--- config.mk ---
export PLATFORM = sky130hd
export DESIGN_NAME = shifter_sched
export DESIGN_NICKNAME = d
export VERILOG_FILES = /design/src/rtl/shifter_sched.sv
export SDC_FILE = /design/constraint.sdc
export NUM_CORES = 1
export LEC_CHECK = 0
export ABC_AREA = 1
export CORE_ASPECT_RATIO = 1.75
export CORE_MARGIN = 3
export CORE_UTILIZATION = 50
export DETAILED_ROUTE_END_ITERATION = 6
export GPL_TIMING_DRIVEN = 0
export PLACE_DENSITY_LB_ADDON = 0.15
export SLEW_MARGIN = 20
export SYNTH_ARGS = -nofsm -noshare
export SYNTH_HDL_FRONTEND = slang
export SYNTH_SLANG_ARGS = --single-unit
--- constraint.sdc ---
create_clock -name clk -period 7.17 [get_ports clk]
set_input_delay 1.434 -clock clk [delete_from_list [all_inputs] [get_ports clk]]
set_output_delay 1.434 -clock clk [all_outputs]
set_load 0.03 [all_outputs]
--- src/rtl/shifter_sched.sv ---
// shifter_sched: a single channel shifter time-multiplexed over R, G, B with per-channel config.
// Define SHIFTER_SCHED_SAT_EN to clamp each 10-bit output field to MAX_COLOR (255).
module shifter_sched #(
  parameter logic [3:0] RST_PARAM = 4'b0100
) (
  input  logic        clk,
  input  logic        rst_n,
  input  logic        in_valid,
  output logic        in_ready,
  input  logic [23:0] in_pix,
  input  logic        shift_en,
  input  logic        cfg_we,
  input  logic [1:0]  cfg_ch,
  input  logic [3:0]  cfg_param,
  output logic        out_valid,
  input  logic        out_ready,
  output logic [29:0] out_pix,
  output logic        busy
);
  localparam int unsigned CW  = 8;
  localparam int unsigned SW  = 10;
  localparam int unsigned PW  = 4;
  localparam int unsigned NCH = 3;

  typedef enum logic [2:0] {IDLE, CH_R, CH_G, CH_B, OUT} state_t;

  state_t                 state;
  logic [NCH-1:0][PW-1:0] act;
  logic [NCH-1:0][PW-1:0] snap;
  logic [23:0]            pix_q;
  logic                   en_q;
  logic                   pend_v;
  logic [1:0]             pend_ch;
  logic [PW-1:0]          pend_p;

  logic [CW-1:0] sh_in;
  logic [PW-1:0] sh_par;
  logic [SW-1:0] sh_ext;
  logic [SW-1:0] sh_out;
  logic [SW-1:0] res;

  // Steer the current channel and its snapshot parameter into the shared shifter
  always_comb begin
    sh_in  = pix_q[23:16];
    sh_par = snap[0];
    case (state)
      CH_G: begin
        sh_in  = pix_q[15:8];
        sh_par = snap[1];
      end
      CH_B: begin
        sh_in  = pix_q[7:0];
        sh_par = snap[2];
      end
      default: ;
    endcase
  end

  // The shared shifter: unsupported amounts pass through, ZERO/11 directions force 0
  always_comb begin
    sh_ext = SW'(sh_in);
    sh_out = sh_ext;
    if (en_q) begin
      case (sh_par[3:2])
        2'b01: if (sh_par[1:0] != 2'd0) sh_out = sh_ext >> sh_par[1:0];
        2'b10: if (sh_par[1:0] == 2'd1 || sh_par[1:0] == 2'd2) sh_out = sh_ext << sh_par[1:0];
        default: sh_out = '0;
      endcase
    end
  end

`ifdef SHIFTER_SCHED_SAT_EN
  localparam logic [SW-1:0] MAX_COLOR = SW'(255);
  assign res = (sh_out > MAX_COLOR) ? MAX_COLOR : sh_out;
`else
  assign res = sh_out;
`endif

  // Scheduler FSM, config registers, pending-write slot and registered outputs
  always_ff @(posedge clk or negedge rst_n) begin
    if (!rst_n) begin
      state     <= IDLE;
      in_ready  <= 1'b1;
      out_valid <= 1'b0;
      busy      <= 1'b0;
      out_pix   <= '0;
      pix_q     <= '0;
      en_q      <= 1'b0;
      pend_v    <= 1'b0;
      pend_ch   <= '0;
      pend_p    <= RST_PARAM;
      for (int i = 0; i < NCH; i++) begin
        act[i]  <= RST_PARAM;
        snap[i] <= RST_PARAM;
      end
    end else begin
      if (state != IDLE && cfg_we) begin
        pend_v  <= 1'b1;
        pend_ch <= cfg_ch;
        pend_p  <= cfg_param;
      end
      case (state)
        IDLE: begin
          for (int i = 0; i < NCH; i++)
            if (cfg_we && (cfg_ch == 2'd3 || cfg_ch == 2'(i))) act[i] <= cfg_param;
          if (in_valid) begin
            pix_q    <= in_pix;
            en_q     <= shift_en;
            snap     <= act;
            state    <= CH_R;
            in_ready <= 1'b0;
            busy     <= 1'b1;
          end
        end
        CH_R: begin
          out_pix[29:20] <= res;
          state          <= CH_G;
        end
        CH_G: begin
          out_pix[19:10] <= res;
          state          <= CH_B;
        end
        CH_B: begin
          out_pix[9:0] <= res;
          out_valid    <= 1'b1;
          state        <= OUT;
        end
        OUT: begin
          if (out_ready) begin
            state     <= IDLE;
            out_valid <= 1'b0;
            in_ready  <= 1'b1;
            busy      <= 1'b0;
            pend_v    <= 1'b0;
            // A write landing on the exit edge is the newest, so it overrides pending
            for (int i = 0; i < NCH; i++) begin
              if (pend_v && (pend_ch == 2'd3 || pend_ch == 2'(i))) act[i] <= pend_p;
              if (cfg_we && (cfg_ch == 2'd3 || cfg_ch == 2'(i))) act[i] <= cfg_param;
            end
          end
        end
        default: state <= IDLE;
      endcase
    end
  end

endmodule

==> results of run 1 <==
-- worst min-delay path, stage by stage, from the launching register on --
cell	delay (ns)
dfstp_2	0.37
nand2_1	0.05
nand2_1	0.04
-- layout make-up --
type	count	area, µm²
plain buffers	22	131
clock buffers	13	270
clock inverters	3	68.8
fillers	829	3200
inverters	64	240
multi-input cells	450	2130
flip-flops and latches	92	2310
well taps	120	150
repair buffers	69	706
-- cells in the final DEF, fill, tap and decap left out --
cell,n
a21oi_1,26
a31oi_2,1
buf_16,1
buf_2,6
buf_4,4
buf_6,4
bufinv_16,2
clkbuf_1,10
clkbuf_16,9
clkbuf_8,3
clkdlybuf4s50_1,67
clkinv_1,1
clkinv_4,1
dfrtp_1,84
dfstp_2,8
ha_1,9
inv_1,62
inv_2,1
mux2i_1,1
nand2_1,243
nand2_2,13
nand3_1,54
nand3_2,4
nand4_1,7
nor2_1,13
nor2_2,2
nor2_4,4
nor2_8,1
nor3_2,1
o2111ai_1,1
o211ai_1,2
o21a_1,3
o21ai_0,62
o22ai_1,2
o22ai_2,1
-- power groups by stage --
stage,Sequential (mW),Clock (mW),Combinational [mW]
final,0.877,0.531,1.91
after global placement,0.878,0,1.89
after CTS,0.877,0.536,1.91
after global routing,0.900,0.558,2.14
after detailed placement,0.885,0,1.90
after floorplan,0.981,0,1.21
-- flip-flops by register name (all words and copies together), names as in the netlist --
name / cells
in_ready: 1
pend_p: 4
busy: 1
en_q: 1
act: 12
snap: 12
pend_v: 1
pend_ch: 2
pix_q: 24
out_valid: 1
out_pix: 30
state: 3
-- path summary, 6_finish.rpt --
path	startpoint	end	slack, ns	cells after the start
max in group asynchronous	rst_n	snap[10]$_DFFE_PN1P_	5.41	2
hold / removal	act[2]$_DFFE_PN1P_	snap[2]$_DFFE_PN1P_	0.46	2
setup reg to reg	state[1]$_DFFE_PN0P_	out_pix[1]$_DFFE_PN0N_	4.29	18
hold reg to reg	act[2]$_DFFE_PN1P_	snap[2]$_DFFE_PN1P_	0.46	2
min in group asynchronous	rst_n	pend_ch[1]$_DFFE_PN0P_	1.05	1
setup / recovery	cfg_ch[0]	act[1]$_DFFE_PN0P_	4.20	6
-- logic make-up after synthesis --
logic type	synth area share, %
AND/OR/NAND/NOR	30.8
AO/OA/AOI/OAI	10.9
flip-flops	48.0
buffers and inverters	7.72
adder cells (fa/ha/maj)	2.34
multiplexers	0.208
-- layer usage --
layer / vias up / GRT usage (%)
met5: - / 0
met4: 0 / 12.9
met3: 38 / 3.51
met2: 118 / 47.0
met1: 2129 / 28.4
li1: 2172 / -
==> summary.txt, run 1 <==
Run status
  • Status: completed

Synth
  • Asr flop ratio synth: 100%
  • Synth Net Count: 673
  • Leading area contributor after synthesis: dfrtp_1
  • Synth cell types: 29
  • #FFs+latches synth: 92
  • Gate Count Post-Synth: 628
  • Sequential area share after synthesis: 48.0%
  • Synth Warn #: 0
  • Mapped Area: 4810 µm²
  • Most common cell in the synthesized netlist: nand2_1
  • Number of enable flip-flop cells after synthesis: 0
  • Top cells by area, synth: dfrtp_1 (44%), nand2_1 (19%), o21ai_0 (6.4%), nand3_1 (5.6%), inv_1 (4.8%)
  • Top_reg_cell synth: dfrtp_1
  • Synth top area share: 43.7%
  • Syn avg cell area: 7.67 µm²
  • Most frequent cells after synthesis: nand2_1 (243), dfrtp_1 (84), inv_1 (62), o21ai_0 (62), nand3_1 (54)

Floorplan
  • Rows: 46
  • Core area: 9210 µm²
  • DIE AREA: 10900 µm²
  • Chip height: 136 µm
  • Initial core utilization: 52.3%
  • Boundary pin count: 69
  • Die width: 80.2 µm

Cells and area
  • Synth-to-layout area growth: 24.8%
  • Finished Core Util: 65.3%
  • Fin nets: 753
  • Share of cells above drive strength 1: 9.26%
  • Antenna diodes: 0
  • Final instance area: 6010 µm²
  • Final cell count without fillers: 833

STA
  • Worst-margin pin slew: 0.646 ns
  • Count of final max-slew check failures: 0
  • Fmax: 0.336 GHz
  • Fin crit period: 2.97 ns
  • Slew headroom: 56.9%
  • Final hold viol count: 0
  • RSZ-0062 raised after global routing: false
  • WHS: 0.462 ns
  • Crit share post-route: 41.5%
  • Setup ws final: 4.20 ns
  • Post-route setup TNS: 0 ns
  • Setup violators final: 0
  • Clk_skew: 0.00655 ns

Placed design
  • Pre-CTS WS: 3.84 ns
  • Placed cells: 817
  • Dpl cell area: 5670 µm²
  • Input/output buffers: 68
  • DP HPWL: 10200 µm
  • RePlAce Congestion: 0.979

Routing
  • Via Count: 4457
  • # DRC: 0
  • Max layer used: met4
  • Met2 WL: 7280 µm
  • Wl on met1: 4900 µm
  • Drt first pass iters: 5
  • Vias per cell: 5.35
  • Met3 WL post-DR: 423 µm
  • Final WL: 13200 µm
  • Final antenna-violating net count: 0
  • Per-cell routed wire length: 15.8 µm
  • Initial drt markers: 326

Clocking
  • Clock-pin slew on the worst setup and hold paths: 0.06 ns
  • Post-CTS Setup Inserts: 0
  • Num CTS Buffers: 9
  • # resized after CTS: 0
  • CTS root buf: clkbuf_16
  • Hold Buf Count CTS: 0
  • Clock latency on the worst-skew pair: 0.34 ns
  • CTS max path bufs: 2
  • TritonCTS clock tree: built
  • H-tree Lvls: 3
  • Num Clock Sinks: 92

Power and ir drop
  • P per Cell Area: 552 nW/µm²
  • Net Sw Power: 1.60 mW
  • LEAKAGE: 2.99 nW
  • Comb power frac: 57.6%
  • Sw Share: 48.1%
  • Flop pwr share: 26.4%
  • Power Total: 3.32 mW
  • Cell-internal power: 1.72 mW
  • Clock power frac: 16.0%
  • Maximum vdd drop: 0.000294 V

Global route
  • Largest net degree at the start of global routing: 59
  • Gr usage total: 25.7%
  • Vias in the first global route: 4372
  • Initial antenna violation count: 0
  • First-pass GRT wire length: 21200 µm
  • GRT overflow: 0

Setup path
  • Worst setup path category: in -> reg
  • Critical Path AT: 3.18 ns
  • CP max stage delay: 0.52 ns
  • Worst path bufs/invs: 2
  • Crit-path cells: clkdlybuf4s50_1 > inv_1 > ha_1 > a21oi_1 > mux2i_1 > a21oi_1
  • Crit-path max FO: 7
  • Critical Path Source Type: primary input
  • CP endpoint kind: flip-flop
  • CP max-delay cell: a21oi_1
  • Worst Path Required: 7.38 ns
  • CP top delay family: compound AO/OA/AOI/OAI gates
  • Most used cell along the critical path: a21oi_1

Flow run
  • Max_cap viols: 0

Min path
  • Hold Path Class: reg -> reg
(Power assumes the default switching activity.)
==> run 2: changes to the inputs <==
==> constraint.sdc (replaced) <==
create_clock -name clk -period 2.8 [get_ports clk]
set_input_delay 0.56 -clock clk [delete_from_list [all_inputs] [get_ports clk]]
set_output_delay 0.56 -clock clk [all_outputs]
set_load 0.03 [all_outputs]
==> run 2 against run 1 <==
Clock power increased to 2.6 times the previous value; power increased to 2.6 times the previous value; count of clock-buffer cells in the layout unchanged; critical path depth increased by 12; global-route usage about the same; via count increased by 0.34%; die area unchanged; cell count unchanged; sequential share of layout area decreased by 0.091 points; combinational power increased to 2.6 times the previous value; cell area increased by 0.29%; critical path type is now reg -> reg; critical endpoint is now out_pix[20]$_DFFE_PN0P_; highest routed layer unchanged.
==> summary.txt, run 2 (synthesis gave the netlist of run 1 again) <==
Placed design
  • Input/output buffers: 68
  • Pre-CTS WS: -0.0520 ns
  • DP HPWL: 10200 µm
  • RePlAce Congestion: 0.979
  • Placed cells: 817

STA
  • RSZ-0062 raised after global routing: false
  • Fmax: 0.377 GHz
  • Post-route setup TNS: 0 ns
  • Fin crit period: 2.65 ns
  • Slew headroom: 58.2%
  • Final hold viol count: 0
  • Crit share post-route: 94.6%
  • Setup ws final: 0.150 ns
  • Setup violators final: 0
  • Count of final max-slew check failures: 0
  • Worst-margin pin slew: 0.627 ns
  • Clk_skew: 0.00615 ns

Run status
  • Status: completed

Global route
  • Vias in the first global route: 4364
  • Gr usage total: 25.7%
  • First-pass GRT wire length: 21200 µm
  • Largest net degree at the start of global routing: 59
  • Initial antenna violation count: 0
  • GRT overflow: 0

Power and ir drop
  • Maximum vdd drop: 0.000743 V
  • Power Total: 8.56 mW
  • P per Cell Area: 1420 nW/µm²
  • LEAKAGE: 2.99 nW

Setup path
  • CP endpoint: out_pix[20]$_DFFE_PN0P_
  • FF-to-FF path depth: 18
  • Reg-to-reg startpoint: state[1]$_DFFE_PN0P_
  • Critical Path AT: 2.92 ns
  • Worst setup path category: reg -> reg
  • Most used cell along the critical path: nand2_1
  • Worst Path Required: 3.08 ns
  • CP endpoint kind: flip-flop
  • CP max-delay cell: dfrtp_1
  • CP top delay family: simple AND/OR/NAND/NOR gates
  • R2r setup slk: 0.15 ns
  • Critical Path Source Type: flip-flop
  • Crit-path max FO: 10
  • Worst path bufs/invs: 4
  • Worst R2R End: out_pix[20]$_DFFE_PN0P_
  • Stages on the worst setup path: 18
  • Crit path from: state[1]$_DFFE_PN0P_
  • Crit-path cells: buf_4 > nand2_2 > nor2_4 > nand2_2 > nand2_1 > nor2_4 > buf_6 > ha_2 > buf_2 > inv_1 > nand2_2 > a21oi_1 > nand2_1 > nand2_1 > nand2_1 > nand2_1 > nand2_1 > nand2_1
  • CP max stage delay: 0.33 ns

Clocking
  • Clock latency on the worst-skew pair: 0.33 ns
  • CTS root buf: clkbuf_16
  • Num Clock Sinks: 92
  • Hold Buf Count CTS: 0
  • TritonCTS clock tree: built
  • CTS max path bufs: 2
  • Num CTS Buffers: 9
  • Clock-pin slew on the worst setup and hold paths: 0.06 ns
  • H-tree Lvls: 3

Floorplan
  • Initial core utilization: 52.3%
  • Die width: 80.2 µm
  • Chip height: 136 µm
  • DIE AREA: 10900 µm²
  • Boundary pin count: 69
  • Core area: 9210 µm²
  • Rows: 46

Routing
  • Final antenna-violating net count: 0
  • Via Count: 4472
  • Initial drt markers: 329
  • Drt first pass iters: 6
  • # DRC: 0
  • Final WL: 13200 µm
  • Vias per cell: 5.37
  • Per-cell routed wire length: 15.8 µm

Cells and area
  • Synth-to-layout area growth: 25.2%
  • Fill cells: 828
  • Finished Core Util: 65.4%
  • Antenna diodes: 0
  • Largest registers: out_pix x30, pix_q x24
  • Most common cell after layout, fill and taps aside: nand2_1
  • Final cell count without fillers: 833
  • Largest reg by FF count: out_pix
  • Fin nets: 753
  • Most frequent cells in the layout: nand2_1 (243), dfrtp_1 (83), clkdlybuf4s50_1 (67)
  • Max FFs per register: 30
  • Share of cells above drive strength 1: 9.96%

Flow run
  • Max_cap viols: 0

Min path
  • Hold Path Class: in -> async
[run 2: changes by cell type in the layout (fill, tap and decap cells not counted), sizes merged]
cell	delta
buf	+1
clkbuf	-1
[run 2: how the worst min path moves through the flow]
stage | from | to | slack, ns | depth (start not counted)
finish | rst_n | pend_ch[1]$_DFFE_PN0P_ | 0.18 | 1
global route | rst_n | pend_ch[0]$_DFFE_PN0P_ | 0.21 | 1
CTS | rst_n | pend_ch[0]$_DFFE_PN0P_ | 0.19 | 1
detailed placement | act[2]$_DFFE_PN1P_ | snap[2]$_DFFE_PN1P_ | 0.45 | 2
global placement | act[2]$_DFFE_PN1P_ | snap[2]$_DFFE_PN1P_ | 0.45 | 2
floorplan | rst_n | act[0]$_DFFE_PN0P_ | 0.26 | 0
[run 2: what timing repair did]
| action | CTS | global route |
|---|---|---|
| gates cloned | 0 | 0 |
| buffers inserted | 0 | 1 |
| pin swaps | 0 | 1 |
| endpoints found under the setup margin | 12 | 27 |
| resized for setup | 1 | 5 |
[run 2: area by class of cell]
class	instances	area, µm²	area share (%)
inverter	64	240	3.99
timing repair buffer	70	713	11.8
buffer	21	128	2.12
tap	120	150	2.49
sequential	92	2310	38.4
clock inverter	3	68.8	1.14
multi-input combinational	450	2140	35.6
clock buffer	13	270	4.48
[run 2: where the power goes]
group / switching [mW] / internal (mW)
clock: 0.501 / 0.858
sequential: 0.293 / 1.95
combinational: 3.32 / 1.64
total: 4.11 / 4.45
[run 2: per-stage QoR]
stage | area [µm²] | hold WS, ns
after detailed placement | 5670 | 0.452
final | 6030 | 0.177
after floorplan | 4810 | 0.264
after CTS | 6010 | 0.194
after global routing | 6030 | 0.206
after global placement | 5650 | 0.453
[run 2: metal layers]
metal	vias to the layer above	track usage [%]	share of wire [%]
met5	-	0	0
met3	39	3.51	3.4
met1	2119	28.5	37
li1	2172	-	-
met2	142	46.8	55
met4	0	13.2	4.3
